===== src/rtl/sirv_aon_keyed_regwr.sv =====
// Key-protected write port for an always-on register vector.
// A correct key write opens a TMO-cycle window for exactly one data-register write.
module sirv_aon_keyed_regwr #(
    parameter logic [31:0] KEY = 32'h0051F15E,
    parameter int unsigned TMO = 64,
    parameter int unsigned DW  = 20
) (
    input  logic          clk,
    input  logic          rst_n,
    input  logic          cmd_valid,
    output logic          cmd_ready,
    input  logic          cmd_read,
    input  logic          cmd_addr,
    input  logic [31:0]   cmd_wdata,
    output logic          rsp_valid,
    input  logic          rsp_ready,
    output logic [31:0]   rsp_rdata,
    output logic          rsp_err,
    output logic [DW-1:0] regvec_d,
    output logic          regvec_en,
    input  logic [DW-1:0] regvec_q,
    output logic          unlocked
);

    localparam int unsigned CW = $clog2(TMO);
    localparam logic [CW-1:0] CNT_LAST = CW'(TMO - 1);

    typedef enum logic {
        ST_IDLE = 1'b0,
        ST_RESP = 1'b1
    } state_t;

    state_t        r_state;
    logic [31:0]   r_rsp_rdata;
    logic          r_rsp_err;
    logic [DW-1:0] r_regvec_d;
    logic          r_regvec_en;
    logic          r_unlocked;
    logic [CW-1:0] r_cnt;

    logic          w_accept;
    logic          w_key_wr;
    logic          w_key_ok;
    logic          w_data_wr;
    logic          w_data_ok;
    logic          w_cnt_last;
    logic          w_err;
    logic [31:0]   w_rd_data;

    // Command decode, all evaluated in the accept cycle
    assign w_accept   = cmd_valid & (r_state == ST_IDLE);
    assign w_key_wr   = w_accept & ~cmd_read & ~cmd_addr;
    assign w_key_ok   = w_key_wr & (cmd_wdata == KEY);
    assign w_data_wr  = w_accept & ~cmd_read & cmd_addr;
    assign w_data_ok  = w_data_wr & r_unlocked;
    assign w_cnt_last = (r_cnt == CNT_LAST);
    assign w_err      = (w_key_wr & ~w_key_ok) | (w_data_wr & ~r_unlocked);
    assign w_rd_data  = cmd_addr ? 32'(regvec_q) : {31'b0, r_unlocked};

    // Request/response handshake FSM with registered response payload
    always_ff @(posedge clk or negedge rst_n) begin
        if (!rst_n) begin
            r_state     <= ST_IDLE;
            r_rsp_rdata <= 32'h0;
            r_rsp_err   <= 1'b0;
        end else begin
            case (r_state)
                ST_IDLE: begin
                    if (w_accept) begin
                        r_state     <= ST_RESP;
                        r_rsp_rdata <= cmd_read ? w_rd_data : 32'h0;
                        r_rsp_err   <= w_err;
                    end
                end
                ST_RESP: begin
                    if (rsp_ready) begin
                        r_state <= ST_IDLE;
                    end
                end
                default: r_state <= ST_IDLE;
            endcase
        end
    end

    // Unlock window, timeout counter and the one-shot register write
    always_ff @(posedge clk or negedge rst_n) begin
        if (!rst_n) begin
            r_unlocked  <= 1'b0;
            r_cnt       <= '0;
            r_regvec_en <= 1'b0;
            r_regvec_d  <= '0;
        end else begin
            r_regvec_en <= 1'b0;
            if (w_key_ok) begin
                r_unlocked <= 1'b1;
                r_cnt      <= '0;
            end else if (w_key_wr) begin
                r_unlocked <= 1'b0;
                r_cnt      <= '0;
            end else if (w_data_ok) begin
                // Write succeeds even on the last window cycle; it also consumes the unlock
                r_unlocked  <= 1'b0;
                r_cnt       <= '0;
                r_regvec_en <= 1'b1;
                r_regvec_d  <= cmd_wdata[DW-1:0];
            end else if (r_unlocked) begin
                if (w_cnt_last) begin
                    r_unlocked <= 1'b0;
                    r_cnt      <= '0;
                end else begin
                    r_cnt <= r_cnt + CW'(1);
                end
            end
        end
    end

    assign cmd_ready = (r_state == ST_IDLE);
    assign rsp_valid = (r_state == ST_RESP);
    assign rsp_rdata = r_rsp_rdata;
    assign rsp_err   = r_rsp_err;
    assign regvec_d  = r_regvec_d;
    assign regvec_en = r_regvec_en;
    assign unlocked  = r_unlocked;

endmodule


===== config.mk =====
export PLATFORM = sky130hd
export DESIGN_NAME = sirv_aon_keyed_regwr
export DESIGN_NICKNAME = d
export VERILOG_FILES = /design/src/rtl/sirv_aon_keyed_regwr.sv
export SDC_FILE = /design/constraint.sdc
export NUM_CORES = 1
export LEC_CHECK = 0
export CAP_MARGIN = 20
export CORE_ASPECT_RATIO = 1.25
export CORE_UTILIZATION = 36
export DETAILED_ROUTE_END_ITERATION = 10
export PLACE_DENSITY = 0.88
export SLEW_MARGIN = 10
export SYNTH_ARGS = -nofsm -noshare
export SYNTH_HDL_FRONTEND = slang
export SYNTH_SLANG_ARGS = --single-unit

===== constraint.sdc =====
create_clock -name clk -period 1.3 [get_ports clk]
set_input_delay 0.26 -clock clk [delete_from_list [all_inputs] [get_ports clk]]
set_output_delay 0.26 -clock clk [all_outputs]
set_load 0.005 [all_outputs]

==> metrics.txt <==
# TYPE chip_impl_metric gauge
chip_impl_metric{name="maxSlewViolCount",unit=""} 0
chip_impl_metric{name="chipWidth",unit="um"} 72.4
chip_impl_metric{name="final.setup_skew",unit="ns"} 0.00874
chip_impl_info{name="root_driver",value="clkbuf_8"} 1
chip_impl_metric{name="p_switching",unit="uW"} 799
chip_impl_metric{name="groute.usage.overall",unit="%"} 18.3
chip_impl_metric{name="synth.avg_cell_area",unit="um2"} 13.8
chip_impl_metric{name="dp_slack",unit="ns"} -0.515
chip_impl_metric{name="synth_cells",unit=""} 162
chip_impl_metric{name="drv.max_cap_violation_count",unit=""} 0
chip_impl_info{name="cell_breakdown_of_the_critical_path",value="buf_6 -> buf_6 -> nand2b_4 -> o221a_4 -> mux2_2"} 1
chip_impl_metric{name="power_switching_share",unit="%"} 23.4
chip_impl_metric{name="ios",unit=""} 115
chip_impl_metric{name="worstPathArrival",unit="ns"} 1.65
chip_impl_metric{name="avgRoutedWirePerCell",unit="um"} 14.8
chip_impl_metric{name="intPower",unit="uW"} 2620
chip_impl_metric{name="p_seq_share",unit="%"} 48.9
chip_impl_info{name="mostFrequentLayoutCells",value="56 x dlygate4sd2_1, 49 x dfrtp_1, 39 x clkdlybuf4s50_1"} 1
chip_impl_info{name="rsz_0062_raised_after_global_routing",value="yes"} 1
chip_impl_metric{name="layout-area-overhead-vs-synth",unit="%"} 70.4
chip_impl_metric{name="final_period_minus_worst_setup_slack",unit="ns"} 1.45
chip_impl_metric{name="placement_rows",unit=""} 31
chip_impl_metric{name="synth-async-reset-ratio",unit="%"} 100
chip_impl_metric{name="ant_nets",unit=""} 0
chip_impl_metric{name="drt_drc_violations_left",unit=""} 0
chip_impl_info{name="result_of_the_run",value="finished, violations left"} 1
chip_impl_metric{name="vias_per_cell",unit=""} 4.74
chip_impl_metric{name="pin_count_of_the_biggest_net_entering_global_routing",unit=""} 51
chip_impl_metric{name="worst_setup_hold_path_clk_slew",unit="ns"} 0.09
chip_impl_metric{name="grt_overflow_total",unit=""} 0
chip_impl_metric{name="cts_max_level",unit=""} 2
chip_impl_metric{name="power_frac_comb",unit="%"} 19.2
chip_impl_metric{name="totalPowerFinal",unit="uW"} 3420
chip_impl_metric{name="die_area",unit="mm2"} 0.00652
chip_impl_info{name="yosys_most_used_dff",value="dfrtp_1"} 1
chip_impl_metric{name="layout.core_utilization",unit="%"} 64.5
chip_impl_metric{name="crit_required",unit="ns"} 1.50
chip_impl_metric{name="setup-violations-final",unit=""} 41
chip_impl_metric{name="design.final.nets",unit=""} 368
chip_impl_metric{name="drive_above_1_share",unit="%"} 29.7
chip_impl_metric{name="crit_fanout",unit=""} 6
chip_impl_info{name="critPathLaunchType",value="flop"} 1
chip_impl_info{name="cts_tree",value="done"} 1
chip_impl_metric{name="irDropWorstVdd",unit="uV"} 521
chip_impl_metric{name="first_global_vias",unit=""} 1933
chip_impl_info{name="end_kind",value="flop"} 1
chip_impl_metric{name="detail_route.first_pass.iterations",unit=""} 4
chip_impl_metric{name="synth-edff-count",unit=""} 0
chip_impl_metric{name="die_height",unit="um"} 90.0
chip_impl_metric{name="tritoncts.num_buffers",unit=""} 5
chip_impl_metric{name="clock_path_buffers",unit=""} 2
chip_impl_metric{name="post_layout_instance_count_excluding_filler_cells",unit=""} 392
chip_impl_info{name="timing.hold.worst.class",value="in2reg"} 1
chip_impl_info{name="worst_path_max_delay_cell",value="dfrtp_1"} 1
chip_impl_metric{name="static-leakage-power",unit="uW"} 0.00211
chip_impl_metric{name="post_synth_num_cell_types",unit=""} 37
chip_impl_metric{name="power_density_of_the_placed_cells",unit="mW/mm2"} 899
chip_impl_metric{name="placed_cells_incl_taps",unit=""} 363
chip_impl_info{name="path_class",value="reg2reg"} 1
chip_impl_metric{name="floorplan.core_area",unit="mm2"} 0.00590
chip_impl_metric{name="n_antenna_cell",unit=""} 0
chip_impl_info{name="most_common_cell_after_layout_fill_and_taps_aside",value="dlygate4sd2_1"} 1
chip_impl_metric{name="synth.ff_latch_count",unit=""} 50
chip_impl_metric{name="worst_skew_pair.late_latency",unit="ns"} 0.31
chip_impl_metric{name="totalWireLength",unit="mm"} 5.81
chip_impl_metric{name="yosys_warnings",unit=""} 0
chip_impl_metric{name="critPathMaxStageDelay",unit="ns"} 0.40
chip_impl_metric{name="setup_ws",unit="ns"} -0.153
chip_impl_metric{name="post_syn_area",unit="mm2"} 0.00223
chip_impl_info{name="violated_checks",value="negative setup slack"} 1
chip_impl_metric{name="p_clk_share",unit="%"} 32.0
chip_impl_metric{name="filler_cells",unit=""} 484
chip_impl_metric{name="buffer_ports.inserted",unit=""} 102
chip_impl_metric{name="number_of_antenna_violations_at_the_first_check_in_global_routing",unit=""} 0
chip_impl_metric{name="number_of_sinks_driven_by_the_clock_tree",unit=""} 50
chip_impl_info{name="worst_path_most_repeated_cell",value="buf_6"} 1
chip_impl_metric{name="post-dp-hpwl",unit="mm"} 4.06
chip_impl_metric{name="max_freq",unit="MHz"} 688
chip_impl_metric{name="synth_sequential_area_ratio",unit="%"} 56.1
chip_impl_metric{name="place_congestion",unit=""} 0.756
chip_impl_metric{name="setup-tns-final",unit="ns"} -2.04
chip_impl_metric{name="grt_first_pass_wirelength",unit="mm"} 9.28
chip_impl_metric{name="initial_core_util",unit="%"} 37.8
chip_impl_metric{name="detailedRoute.firstIterationViolations",unit=""} 81
chip_impl_metric{name="routed-via-count",unit=""} 1860
chip_impl_metric{name="period_share",unit="%"} 112
chip_impl_metric{name="hold_viol_final",unit=""} 0
layout make-up:
type                       count  area (um2)  share of cell area [%]
sequential                    50        1250                    32.9
clock inverter                 3        45.0                    1.18
timing repair buffer         148        1370                    36.0
tap                           82         103                    2.70
clock buffer                   5        68.8                    1.81
multi-input combinational    101         951                    25.0
inverter                       3        11.3                   0.296
power by group through the flow:
stage | clock [uW] | combinational (uW) | sequential (uW)
3_5_place_dp | 0 | 611 | 1700
3_3_place_gp | 0 | 600 | 1700
4_1_cts | 1120 | 640 | 1670
6_report | 1090 | 655 | 1670
5_1_grt | 1190 | 710 | 1680
2_1_floorplan | 0 | 172 | 1710
path summary, 6_finish.rpt:
check | startpoint | endpoint | slack (ns) | depth (start not counted)
worst max-delay path | rsp_valid | r_cnt[0] | -0.15 | 5
worst min-delay path | cmd_wdata[0] | regvec_d[0] | 0.32 | 3
worst max register to register | rsp_valid | r_cnt[0] | -0.15 | 5
max in group asynchronous | rst_n | unlocked | 0.59 | 3
min in group asynchronous | rst_n | regvec_d[4] | 0.45 | 3
worst min register to register | rsp_rdata[4] | rsp_rdata[4] | 0.50 | 1
cells in the mapped netlist (2+ instances only):
cell      number  area, um2
nor3b_1        2       15.0
buf_6          2       22.5
dfrtp_1       50       1250
nor4bb_1       2       20.0
o21ai_1        3       15.0
a21oi_1        3       15.0
nand4_1        3       18.8
o21ai_0        3       15.0
inv_1          3       11.3
nand2_1        4       15.0
nand3_1        2       10.0
and4b_1        2       20.0
and3_1         2       12.5
nand2b_1       2       12.5
nor2_1         2       7.51
a21o_1         2       15.0
buf_4         15        113
a22o_1        20        175
mux2_4        19        285
nor4_1         2       12.5
buf_2          2       10.0
mux2_2         2       22.5
layer usage:
layer  global-route usage, %  up-vias  share of wire, %
met5                       0        -                 0
met4                    6.21        0               2.3
met3                    4.82       13               5.9
met2                    31.6       77                52
met1                    21.6      904                39
li1                        -      866                 -
critical path, delay by kind of cell (launching register included):
kind	cells	cell delay [ns]
AND/OR/NAND/NOR	1	0.15
flip-flops	1	0.40
AO/OA/AOI/OAI	1	0.29
multiplexers	1	0.26
buffers and inverters	2	0.24
through the flow:
stage | area (um2) | hold WS, ns
finish | 3800 | 0.321
global route | 3800 | 0.322
CTS | 3700 | 0.331
detailed placement | 3470 | 0.269
global placement | 3470 | 0.268
floorplan | 2280 | -0.0356
sequential cells by signal (all words and copies together) (netlist names):
register   cells
rsp_valid      1
rsp_rdata     20
regvec_en      1
rsp_err        1
r_cnt          6
regvec_d      20
unlocked       1
kinds of logic after synthesis:
group	Yosys count	share of synthesized area, %
simple gates	31	9.42
flops	50	56.1
xor+xnor	1	0.393
other cells	1	0.168
mux	22	14.2
buf+inv	22	7.01
fa+ha+maj	1	0.561
compound gates	34	12.1
what timing repair did:
action,CTS,global route
endpoints found under the hold margin,50,0
endpoints found under the setup margin,89,49
gates cloned,0,2
resized for setup,76,13
pin swaps,12,7
hold buffers,1,0
buffers inserted,16,2
(Power assumes the default switching activity.)
